File: src/rtl/ld_st_control_unit.sv
// Hardwired Moore sequencer for the ld / ldi / st instruction group.
// Outputs decode only from the state register and the opcode latched at the end of T3.
module ld_st_control_unit (
    input  logic       clock,
    input  logic       clear,
    input  logic [4:0] IRop,
    input  logic       MemReady,
    input  logic       Stop,
    output logic       PCout,
    output logic       PCin,
    output logic       IncPC,
    output logic       MARin,
    output logic       MDRin,
    output logic       MDRout,
    output logic       MDMuxread,
    output logic       RAMread,
    output logic       RAMwrite,
    output logic       IRin,
    output logic       Yin,
    output logic       Zlowin,
    output logic       Zlowout,
    output logic       ADD,
    output logic       CSEout,
    output logic       Gra,
    output logic       Grb,
    output logic       Rin,
    output logic       Rout,
    output logic       BAout,
    output logic       Run,
    output logic       Fault
);

    localparam logic [4:0] OP_LD  = 5'b00000;
    localparam logic [4:0] OP_LDI = 5'b00001;
    localparam logic [4:0] OP_ST  = 5'b00010;

    typedef enum logic [3:0] {
        RST, T0, T1, T2, T3, T4, T5, T6, T7, HALT, FAULT
    } state_t;

    state_t     state;
    logic [4:0] opcode;

    always_ff @(posedge clock) begin
        if (clear) begin
            state  <= RST;
            opcode <= 5'b00000;
        end else begin
            case (state)
                RST: state <= T0;
                T0:  state <= T1;
                T1:  if (MemReady) state <= T2;
                T2:  state <= T3;
                T3: begin
                    opcode <= IRop;
                    state  <= T4;
                end
                T4: begin
                    if (opcode == OP_LD || opcode == OP_LDI || opcode == OP_ST)
                        state <= T5;
                    else
                        state <= FAULT;
                end
                T5: begin
                    if (opcode == OP_LDI)
                        state <= Stop ? HALT : T0;
                    else
                        state <= T6;
                end
                // Only ld waits on memory in T6; st writes in T7 and waits there.
                T6: if (opcode == OP_ST || MemReady) state <= T7;
                T7: if (opcode == OP_LD || MemReady) state <= Stop ? HALT : T0;
                HALT:  if (!Stop) state <= T0;
                FAULT: state <= FAULT;
                default: state <= RST;
            endcase
        end
    end

    always_comb begin
        PCout = 1'b0; PCin = 1'b0; IncPC = 1'b0; MARin = 1'b0;
        MDRin = 1'b0; MDRout = 1'b0; MDMuxread = 1'b0; RAMread = 1'b0;
        RAMwrite = 1'b0; IRin = 1'b0; Yin = 1'b0; Zlowin = 1'b0;
        Zlowout = 1'b0; ADD = 1'b0; CSEout = 1'b0; Gra = 1'b0;
        Grb = 1'b0; Rin = 1'b0; Rout = 1'b0; BAout = 1'b0;
        Run = 1'b0; Fault = 1'b0;
        case (state)
            T0: begin PCout = 1'b1; MARin = 1'b1; IncPC = 1'b1; Zlowin = 1'b1; Run = 1'b1; end
            T1: begin
                Zlowout = 1'b1; PCin = 1'b1; RAMread = 1'b1;
                MDMuxread = 1'b1; MDRin = 1'b1; Run = 1'b1;
            end
            T2: begin MDRout = 1'b1; IRin = 1'b1; Run = 1'b1; end
            T3: begin Grb = 1'b1; BAout = 1'b1; Yin = 1'b1; Run = 1'b1; end
            T4: begin CSEout = 1'b1; ADD = 1'b1; Zlowin = 1'b1; Run = 1'b1; end
            T5: begin
                Run = 1'b1;
                Zlowout = 1'b1;
                if (opcode == OP_LDI) begin
                    Gra = 1'b1; Rin = 1'b1;
                end else begin
                    MARin = 1'b1;
                end
            end
            T6: begin
                Run = 1'b1;
                MDRin = 1'b1;
                if (opcode == OP_ST) begin
                    Gra = 1'b1; Rout = 1'b1;
                end else begin
                    RAMread = 1'b1; MDMuxread = 1'b1;
                end
            end
            T7: begin
                Run = 1'b1;
                if (opcode == OP_ST) begin
                    RAMwrite = 1'b1;
                end else begin
                    MDRout = 1'b1; Gra = 1'b1; Rin = 1'b1;
                end
            end
            FAULT: Fault = 1'b1;
            default: ;
        endcase
    end

endmodule

File: config.mk
export PLATFORM = sky130hd
export DESIGN_NAME = ld_st_control_unit
export DESIGN_NICKNAME = d
export VERILOG_FILES = /design/src/rtl/ld_st_control_unit.sv
export SDC_FILE = /design/constraint.sdc
export NUM_CORES = 1
export LEC_CHECK = 0
export CAP_MARGIN = 15
export CELL_PAD_IN_SITES_DETAIL_PLACEMENT = 1
export CELL_PAD_IN_SITES_GLOBAL_PLACEMENT = 2
export CORE_MARGIN = 2
export CORE_UTILIZATION = 23
export DETAILED_ROUTE_END_ITERATION = 16
export GPL_ROUTABILITY_DRIVEN = 0
export MAX_ROUTING_LAYER = met4
export PLACE_DENSITY_LB_ADDON = 0.1
export SETUP_SLACK_MARGIN = 0.02
export SLEW_MARGIN = 10
export SYNTH_ARGS = -nofsm -noshare
export SYNTH_HDL_FRONTEND = slang
export SYNTH_SLANG_ARGS = --single-unit
File: constraint.sdc
create_clock -name clock -period 1.9 [get_ports clock]
set_input_delay 0.38 -clock clock [delete_from_list [all_inputs] [get_ports clock]]
set_output_delay 0.38 -clock clock [all_outputs]
set_load 0.02 [all_outputs]
# [Yosys cells after proc, flatten, opt, wreduce, memory -nomap -nowiden]
# Cells that the tools add are included.
[word_totals] register_bits=9 latchBits=0 mem_bits_rw=0 mem_bits_ro=0 in_bits=9 out_inout_bits=22 word_cells=58 n_memories=0
[op_classes] addsub=0 mul=0 div=0 n_lt_le_gt_ge=0 eq_ne=16 n_shift=0 n_mux=29 n_bitwise=0 n_reduce_logical=11
[ops] op="4-bit one-hot mux with 11 select lines" n=1
[ops] op="4-bit two-way mux" n=7
[ops] op="4-bit by 3-bit equality test with 1-bit output (second input constant)" n=4
[ops] op="1-bit two-way mux" n=16
[ops] op="4-bit equality test (second input constant)" n=3
[ops] op="4-bit by 2-bit equality test with 1-bit output (second input constant)" n=2
[ops] op="2-bit inequality test (second input constant)" n=4
[ops] op="1-bit one-hot mux with 2 select lines" n=4
[ops] op="8-bit OR reduction" n=1
[ops] op="2-bit OR reduction" n=3
[ops] op="5-bit by 1-bit equality test with 1-bit output (second input constant)" n=1
[ops] op="5-bit by 2-bit equality test with 1-bit output (second input constant)" n=1
[ops] op="5-bit zero test" n=1
[ops] op="4-bit by 1-bit equality test with 1-bit output (second input constant)" n=1
[ops] op="4-bit zero test" n=1
[ops] op="1-bit logical OR" n=4
[ops] op="4-bit AND reduction" n=1
[ops] op="1-bit one-hot mux with 3 select lines" n=1

# [Depth between registers and ports, before layout]
# Gate-level depths: netlist of the first run.
[depth] depth_word=5 mapped_depth=6 ltp_nobuf=4

# [Worst setup path after synthesis of the first run]
# No wires, ideal clock.
[synth_timing] path_kind="register -> output" from="reg state[1]" to="out Grb" t_arrival_ns=1.755 required_time_ns=1.520 slack_ns=-0.235 path_stages_with_launch=4 path_cell_list="dfxtp_1 -> clkbuf_1 -> nor4_2 -> buf_4"
[synth_via] elab_chain_len=2
[synth_lines] element="start: declaration" line_no="41" text="state_t state;"
[synth_lines] element="start signal: assignment" line_no="66" text="state <= Stop ? HALT : T0;"
[synth_lines] element="start signal: assignment" line_no="72" text="T7: if (opcode == OP_LD || MemReady) state <= Stop ? HALT : T0;"
[synth_lines] element="4-bit by 3-bit equality test with 1-bit output"
[synth_lines] element="1-bit two-way mux"
[synth_lines] element="end: declaration" line_no="25" text="output logic Grb,"
# No other way between the ends.

# [Final worst setup path of the first run]
[layout_timing] from="reg state[0]" to="out RAMread"
[layout_via] elab_chain_len=2
[layout_lines] element="4-bit by 3-bit equality test with 1-bit output / 4-bit by 2-bit equality test with 1-bit output (equally long branches)" line_no="87" text="case (state)"
[layout_lines] element="1-bit one-hot mux with 2 select lines (*)" line_no="87"
[layout_lines] element="end: declaration" line_no="16" text="output logic RAMread,"
# Mark *: on every way between the ends. The rest lies on a longest branch, timed or not.

==> results of run 1 <==
## timing repair
item / in CTS / in global routing
hold buffers: 0 / 0
buffers inserted: 1 / 4
resized for setup: 108 / 17
pin swaps: 3 / 4
endpoints found under the setup margin: 22 / 20
## routing by layer
layer / part of all wire [%] / wire (um)
met5: 0 / 0
met4: 0.52 / 14
met3: 2.7 / 74
met2: 54 / 1470
met1: 42 / 1140
## cell usage in the layout, fill, tap and decap left out, types with 3 or more instances in the layout
cell,instances
buf_6,6
nand2_1,9
mux2i_1,5
clkbuf_2,3
nor3_2,3
buf_4,30
a21oi_1,6
nor2_1,14
buf_2,9
a21oi_2,3
clkbuf_4,3
dfxtp_1,3
clkdlybuf4s50_1,8
dfxtp_2,5
inv_1,5
## registers in the layout (all words and copies together), names as in the netlist
register,flops
opcode,5
state,4
## path summary, 6_finish.rpt
| path | endpoint | cells after the start | from |
|---|---|---|---|
| min | opcode[4] | 2 | opcode[4] |
| max | RAMread | 3 | state[0] |
| max reg2reg | state[0] | 5 | state[0] |
| min reg2reg | opcode[4] | 2 | opcode[4] |
## cells by family after synthesis
family	Yosys count	share of synthesized area [%]
buffers and inverters	18	11.9
and+or+nand+nor	47	33.2
DFF	9	22.9
muxes	6	7.79
AOI/OAI and AO/OA	23	21.9
xor gates and xnor gates	2	2.23
## area by class of cell
class	instances	area (um^2)	share of cell area [%]
clock buffers	4	26.3	1.94
inverters	5	18.8	1.39
repair buffers	58	455	33.6
flip-flops and latches	9	190	14.0
multi-input cells	78	607	44.8
well taps	46	57.6	4.25
## tightest hold or removal path: cells and delay by family (launching register included)
family	cells	cell delay, ps
DFF	1	340
muxes	1	130
and+or+nand+nor	1	50
## power by group through the flow
| stage | Combinational, mW | Clock (mW) | Sequential [mW] |
|---|---|---|---|
| 2_1_floorplan | 0.262 | 0 | 0.215 |
| 4_1_cts | 0.447 | 0.153 | 0.215 |
| 6_report | 0.460 | 0.148 | 0.214 |
| 3_5_place_dp | 0.452 | 0 | 0.218 |
| 5_1_grt | 0.500 | 0.174 | 0.216 |
| 3_3_place_gp | 0.445 | 0 | 0.217 |
## through the flow
stage               setup TNS [ps]  setup slack, ps  utilization (%)  instances  hold slack (ps)
floorplan                     -125            -33.1                -        105              527
global placement             -3400             -337             38.7        192              559
detailed placement           -3770             -393             38.7        192              567
CTS                           -497             -164             39.8        197              560
global route                 -1270             -240             40.9        200              581
finish                        -660             -182             40.9        200              554
==> out/metrics.csv, run 1 <==
stage;metric;value;unit
die;chip width;62.5;um
global_route;global route overflow;0;
pwr;Power Density;607;mW/mm^2
pwr;switching part of the total;39.7;%
synthesis;warning count from the yosys run;0;
synthesis;post-synthesis sequential area ratio;22.9;%
worst_setup_path;max incr delay on CP;560;ps
clocking;htree depth;1;
worst_setup_path;CP max stage cell;or4b_4;
die;# IOs;31;
global_route;met1 usage;16.7;%
finish;# fillers;424;
synthesis;Mapped Avg Cell Area;7.50;um^2
timing;Clock Skews;3.68;ps
die;Row Count;21;
pwr;total power;822;uW
finish;nets@finish;164;
die;core area;0.00331;mm^2
die;Die ar.;0.00391;mm^2
global_route;gr busiest metal;met2;
worst_setup_path;reg2reg setup slack;90;ps
pwr;Leak Pwr;0.552;nW
timing;Slew HR;74.4;%
global_route;largest net degree at the start of global routing;14;
timing;RSZ-0062 raised after global routing;yes;
pwr;Comb power frac;55.9;%
synthesis;Syn Nets;114;
timing;Slew @ Worst Pin;383;ps
synthesis;fraction of registers with async set/reset;0;%
route;DRC viols;0;
global_route;vias in the first global route;937;
worst_setup_path;number of buffers and inverters on the critical path;1;
pwr;Internal Power;496;uW
placed_design;placed standard-cell area;0.00128;mm^2
timing;final setup fails;5;
route;Via density;4.71;
job;max cap viols;0;
finish;layout cells sized above 1;51.9;%
synthesis;Netlist Area Pre-Place;787;um^2
finish;number of antenna diodes;0;
synthesis;Cells after Synth;105;
route;DRT Pass-1 Iters;4;
timing;f_max;480;MHz
finish;post-layout instance area;0.00136;mm^2
pwr;Clock power frac;18.0;%
synthesis;commonest cells in the netlist;16 x nor2_1, 9 x dfxtp_1, 9 x nand2_1, 8 x a21oi_1, 6 x clkbuf_1;
synthesis;Post-synth EDFFs;0;
synthesis;ys flop type;dfxtp_1;
timing;Final Hold Viols;0;
global_route;Tot GR Track Use;14.2;%
outcome;status;finished, violations left;
route;routed via count;941;
hold_path;HP Class;reg -> reg;
worst_setup_path;Critical Path RT;1520;ps
worst_setup_path;critical-path cell list;or4b_4 > a311oi_4 > buf_6;
timing;PnR worst setup slack;-182;ps
synthesis;synth top area cells;dfxtp_1 23%, nor2_1 7.6%, mux2i_1 6.4%;
clocking;later-pin clock latency in the skew report;250;ps
synthesis;area fraction of the dominant cell type after synthesis;22.9;%
global_route;met2 Track Usage GR;25.9;%
die;Die Y;62.5;um
synthesis;Distinct cells, synth;40;
timing;Final Max Tran Viols;0;
global_route;initial antenna violation count;0;
die;initial core utilization;23.8;%
synthesis;FF+latch count, synth;9;
clocking;clk slew on worst S/H paths;70;ps
outcome;failing checks;setup timing;
worst_setup_path;CP Capture Type;primary output;
synthesis;most frequent cell after synthesis;nor2_1;
pwr;Net Switching;327;uW
clocking;clk sinks;9;
clocking;CTS Buf Count;3;
finish;Area Overhead vs Synth;72.2;%
worst_setup_path;CP Data Arrival Time;1700;ps
placed_design;dpl hpwl;2140;um
clocking;CTS tree;built;
worst_setup_path;CP delay by family, top;simple AND/OR/NAND/NOR gates;
placed_design;PortBufs;30;
worst_setup_path;Max FO, Critical Path;4;
route;DR WL/cell;13.5;um
global_route;first-pass GRT wire length;4420;um
timing;Final Cycle Share;110;%
timing;Tmin final;2080;ps
synthesis;cell taking the most area after synthesis;dfxtp_1;
route;antenna-violating nets left;0;
pwr;Peak VDD IR;245;uV
worst_setup_path;Critical Path Start Type;register;
worst_setup_path;Crit Path Category;reg -> out;
clocking;Max Root-Sink Buffers;2;
route;drt initial violations;14;
global_route;met3 Usage GRT;1.44;%
pwr;sequential power share;26.1;%
clocking;Root Driver;clkbuf_4;
route;drt total wl;2700;um
Note: power is estimated with default switching activity, not from simulation.
==> inputs of run 2 (changes only) <==
- clock period: 1.9 -> 2.07 ns (I/O delays scaled with it)
==> run 2 against run 1 <==
Net effect: critical path type unchanged; cell count decreased by 2.0%; clock skew up 5.6 ps; total power decreased by 12%; flip-flop and latch count unchanged; combinational power fell by 16%; via count shrank 0.53%; first-iteration DRC count rose by 64%; largest power group unchanged; core utilization down 2.3 points; sequential power fell by 9.3%; critical endpoint is now Gra; the run still ends with setup timing left; global-route usage rose by 0.20 points.
==> out/metrics.csv, run 2 (synthesis results as in run 1) <==
stage;metric;value;unit
worst_setup_path;Critical Path RT;1660;ps
timing;final setup fails;1;
worst_setup_path;r2r endpoint;state[0];
worst_setup_path;Max FO, Critical Path;4;
worst_setup_path;reg2reg setup slack;300;ps
worst_setup_path;critical-path cell list;nor4_4 > nand2_1 > mux2_2 > o32ai_2 > buf_4;
finish;biggest regs;opcode (5), state (4);
route;Top Metal Used;met4;
pwr;Peak VDD IR;210;uV
clocking;CTS Buf Count;3;
route;Met2 Wirelength;1400;um
worst_setup_path;path depth of the worst reg2reg path;5;
pwr;Power Density;566;mW/mm^2
timing;RSZ-0062 raised after global routing;yes;
finish;Finished Layout Cells;196;
worst_setup_path;CP delay by family, top;simple AND/OR/NAND/NOR gates;
timing;Tmin final;2110;ps
route;routed wl met3;123;um
clocking;CTS Hold Bufs;0;
timing;Final Max Tran Viols;0;
die;Die ar.;0.00391;mm^2
timing;Clock Skews;9.33;ps
worst_setup_path;CP Capture Type;primary output;
timing;Slew @ Worst Pin;418;ps
timing;PnR worst setup slack;-39.6;ps
outcome;status;finished, violations left;
route;routed via count;936;
clocking;Root Driver;clkbuf_4;
pwr;Leak Pwr;0.519;nW
hold_path;HP Class;reg -> reg;
die;# IOs;31;
timing;Final Cycle Share;102;%
finish;post-layout instance area;0.00128;mm^2
finish;Area Overhead vs Synth;62.3;%
clocking;clk slew on worst S/H paths;60;ps
finish;fin util;38.6;%
route;DRC viols;0;
placed_design;placed standard-cell area;0.00126;mm^2
route;DRT Pass-1 Iters;2;
finish;most frequent cells in the layout;26 x buf_4, 16 x nor2_1, 9 x nand2_1;
finish;layout cells sized above 1;42.7;%
timing;Final Hold Viols;0;
hold_path;hold worst-path end;opcode[3];
global_route;global route overflow;0;
clocking;htree depth;1;
route;Via density;4.78;
worst_setup_path;number of buffers and inverters on the critical path;1;
timing;Slew HR;72.0;%
worst_setup_path;Critical Path Start Type;register;
finish;Reg with most FFs;opcode;
global_route;vias in the first global route;967;
worst_setup_path;CP Data Arrival Time;1700;ps
global_route;first-pass GRT wire length;4440;um
worst_setup_path;CP max stage cell;dfxtp_2;
hold_path;HP Start;opcode[3];
finish;number of antenna diodes;0;
job;max cap viols;0;
timing;total negative setup slack;-39.6;ps
clocking;clk sinks;9;
finish;commonest non-fill, non-tap cell in the layout;buf_4;
hold_path;hold path cells;2;
placed_design;PortBufs;30;
die;core area;0.00331;mm^2
timing;f_max;474;MHz
die;Die Y;62.5;um
global_route;largest net degree at the start of global routing;16;
route;drt initial violations;23;
outcome;failing checks;setup timing;
worst_setup_path;Crit Path Category;reg -> out;
worst_setup_path;max incr delay on CP;350;ps
route;drt total wl;2690;um
die;Row Count;21;
clocking;Max Root-Sink Buffers;2;
clocking;CTS tree;built;
worst_setup_path;RR Startpoint;state[2];
finish;nets@finish;160;
route;Metal-1 WL;1150;um
placed_design;dpl hpwl;2090;um
placed_design;placed cells;191;
die;chip width;62.5;um
die;initial core utilization;23.8;%
global_route;Tot GR Track Use;14.4;%
route;antenna-violating nets left;0;
global_route;initial antenna violation count;0;
clocking;later-pin clock latency in the skew report;270;ps
route;DR WL/cell;13.7;um
finish;max reg flops;5;
[run 2: changes by cell type in the layout (fill, tap and decap cells not counted), sizes merged]
cell	previous run	this run
clkdlybuf4s15	2	6
clkbuf	7	9
dlygate4sd2	0	1
buf	45	34
[run 2: worst min-delay path, cell delays in order (launching register included)]
cell,delay [ps]
dfxtp_2,370
mux2i_1,80
nor2_1,70
[run 2: final cells by class]
class | instances | area, um^2
multi-input combinational | 78 | 566
inverter | 5 | 18.8
fill | 418 | 2030
sequential | 9 | 185
clock buffer | 4 | 26.3
timing repair buffer | 54 | 424
tap | 46 | 57.6
[run 2: what timing repair did]
action	in CTS	in global routing
gates resized for setup	72	23
setup endpoints to repair	22	20
gates cloned	0	0
buffers inserted	0	1
pin swaps	3	4
[run 2: how the worst max path moves through the flow]
| stage | slack, ps | cells after the start | to | startpoint |
|---|---|---|---|---|
| floorplan | 30 | 4 | RAMread | state[0] |
| global placement | -260 | 5 | Rin | opcode[4] |
| detailed placement | -290 | 5 | Rin | opcode[4] |
| CTS | -70 | 5 | Gra | opcode[0] |
| global route | -130 | 6 | Gra | opcode[3] |
| finish | -40 | 5 | Gra | opcode[0] |
[run 2: layer usage]
layer | vias up | track usage, %
met5 | - | -
met4 | 0 | 4.17
met3 | 2 | 2.70
met2 | 22 | 25.5
met1 | 454 | 16.5
li1 | 458 | -
[run 2: through the flow]
step                      hold WS [ps]  setup slack, ps  power (mW)
final                              550            -39.6       0.723
after global placement             523             -256       0.595
after CTS                          558            -67.0       0.736
after floorplan                    532             29.4       0.432
after detailed placement           547             -295       0.602
after global routing               572             -128       0.768
[run 2: power breakdown]
part	switching [mW]	leakage [nW]	internal, mW
clock	0.0678	0.0150	0.0745
combinational	0.218	0.429	0.168
sequential	0.00906	0.0752	0.185
==> inputs of run 3 (changes only) <==
- CORE_ASPECT_RATIO: default -> 0.75
- TNS_END_PERCENT: default -> 10
==> run 3 against run 2 <==
Net effect: core utilization fell by 0.84 points; clock-buffer cell count unchanged; total power up 8.2%; wire length is 0.63% higher; die area up 0.13%; final area down 2.8%; cell count is 6.6% lower; the run now ends clean; critical endpoint unchanged; maximum frequency grew 2.5%.
==> out/metrics.csv, run 3 (synthesis results as in run 1) <==
stage;metric;value;unit
outcome;status;completed;
die;initial core utilization;23.9;%
worst_setup_path;Critical Path Start;opcode[3];
clocking;setup bufs post-CTS;0;
worst_setup_path;RR Startpoint;state[3];
route;DRT Pass-1 Iters;2;
timing;Final Max Tran Viols;0;
placed_design;placed cells;179;
finish;nets@finish;153;
die;Row Count;18;
worst_setup_path;max incr delay on CP;340;ps
global_route;first-pass GRT wire length;4310;um
route;DRC viols;0;
pwr;Peak VDD IR;344;uV
timing;RSZ-0062 raised after global routing;yes;
global_route;largest net degree at the start of global routing;21;
global_route;initial antenna violation count;0;
timing;Tmin final;2060;ps
pwr;Leak Pwr;0.519;nW
worst_setup_path;CP max stage cell;dfxtp_2;
finish;Finished Layout Cells;183;
finish;post-layout instance area;0.00124;mm^2
global_route;vias in the first global route;808;
worst_setup_path;Critical Path Start Type;register;
worst_setup_path;CP Capture Type;primary output;
worst_setup_path;path depth of the worst reg2reg path;5;
die;chip width;71.5;um
placed_design;PortBufs;30;
timing;PnR worst setup slack;11.3;ps
placed_design;dpl ws;-253;ps
route;drt initial violations;25;
route;Via density;4.81;
global_route;global route overflow;0;
finish;commonest non-fill, non-tap cell in the layout;nor2_1;
worst_setup_path;r2r endpoint;state[0];
finish;max reg flops;5;
route;DR WL/cell;14.8;um
timing;Slew HR;74.6;%
timing;hold_ws;553;ps
clocking;CTS Buf Count;3;
timing;Final Hold Viols;0;
finish;number of antenna diodes;0;
placed_design;dpl hpwl;2160;um
placed_design;placed standard-cell area;0.00120;mm^2
finish;# fillers;413;
hold_path;hold path cells;2;
die;# IOs;31;
worst_setup_path;CP endpoint;Gra;
route;routed via count;881;
clocking;CTS tree;built;
finish;Reg with most FFs;opcode;
worst_setup_path;reg2reg setup slack;310;ps
clocking;clk slew on worst S/H paths;40;ps
global_route;Tot GR Track Use;15.7;%
worst_setup_path;Max FO, Critical Path;3;
die;Die Y;54.7;um
route;drt total wl;2710;um
worst_setup_path;CP delay by family, top;simple AND/OR/NAND/NOR gates;
worst_setup_path;Critical Path RT;1660;ps
pwr;total power;782;uW
timing;Slew @ Worst Pin;380;ps
clocking;Root Driver;clkbuf_8;
finish;most frequent cells in the layout;16 x nor2_1, 15 x buf_4, 11 x dlygate4sd2_1;
clocking;Max Root-Sink Buffers;2;
job;max cap viols;0;
worst_setup_path;critical-path cell list;nor4_4 > nand2_1 > mux2_2 > o32ai_1 > buf_2;
finish;layout cells sized above 1;32.2;%
worst_setup_path;number of buffers and inverters on the critical path;1;
timing;final setup fails;0;
die;Die ar.;0.00391;mm^2
clocking;later-pin clock latency in the skew report;240;ps
timing;f_max;486;MHz
pwr;Power Density;630;mW/mm^2
timing;Final Cycle Share;99.5;%
route;antenna-violating nets left;0;
die;core area;0.00329;mm^2
worst_setup_path;CP Data Arrival Time;1640;ps
worst_setup_path;Crit Path Category;reg -> out;
worst_setup_path;WP depth;5;
clocking;htree depth;1;
clocking;clk sinks;9;
finish;Area Overhead vs Synth;57.7;%
hold_path;HP Class;reg -> reg;
finish;biggest regs;opcode (5), state (4);
timing;Clock Skews;0.258;ps
run 3: what timing repair did:
item,4_1_cts,5_1_grt
cloned,0,0
pin swaps,2,1
gates resized for setup,57,11
hold endpoints to repair,0,0
setup endpoints to repair,22,13
hold buffers,0,0
run 3: worst min-delay path, stage by stage (launching register included):
cell and delay [ps]:
dfxtp_2 340, mux2i_1 120, nor2_1 50
run 3: area by class of cell:
cell class	instances	area (um^2)	area share, %
Inverter	5	18.8	1.51
Tap cell	40	50.0	4.03
Timing Repair Buffer	47	390	31.5
Multi-Input combinational cell	78	553	44.6
Clock buffer	4	45.0	3.63
Sequential cell	9	184	14.8
run 3: worst min-delay path by stage:
| stage | from | to | slack (ps) |
|---|---|---|---|
| 6_report | opcode[3] | opcode[3] | 550 |
| 5_1_grt | opcode[2] | opcode[2] | 590 |
| 4_1_cts | opcode[3] | opcode[3] | 560 |
| 3_5_place_dp | opcode[2] | opcode[2] | 560 |
| 3_3_place_gp | opcode[4] | opcode[4] | 550 |
| 2_1_floorplan | opcode[2] | opcode[2] | 530 |
run 3: metal layers:
metal	part of all wire, %	wire length [um]	global-route usage [%]	vias up
met5	0	0	-	-
met4	2.1	56	8.49	0
met3	4.7	127	2.95	5
met2	44	1180	23.5	19
met1	49	1340	20.2	413
li1	-	-	-	444
run 3: where the power goes:
group / internal (mW) / switching (mW)
clock: 0.135 / 0.0738
sequential: 0.186 / 0.0100
combinational: 0.167 / 0.211
run 3: stage by stage:
step	utilization, %	TNS [ps]
2_1_floorplan	-	-67.8
3_3_place_gp	36.5	-1000
3_5_place_dp	36.5	-1440
4_1_cts	38.2	-41.7
5_1_grt	37.7	-196
6_report	37.7	0
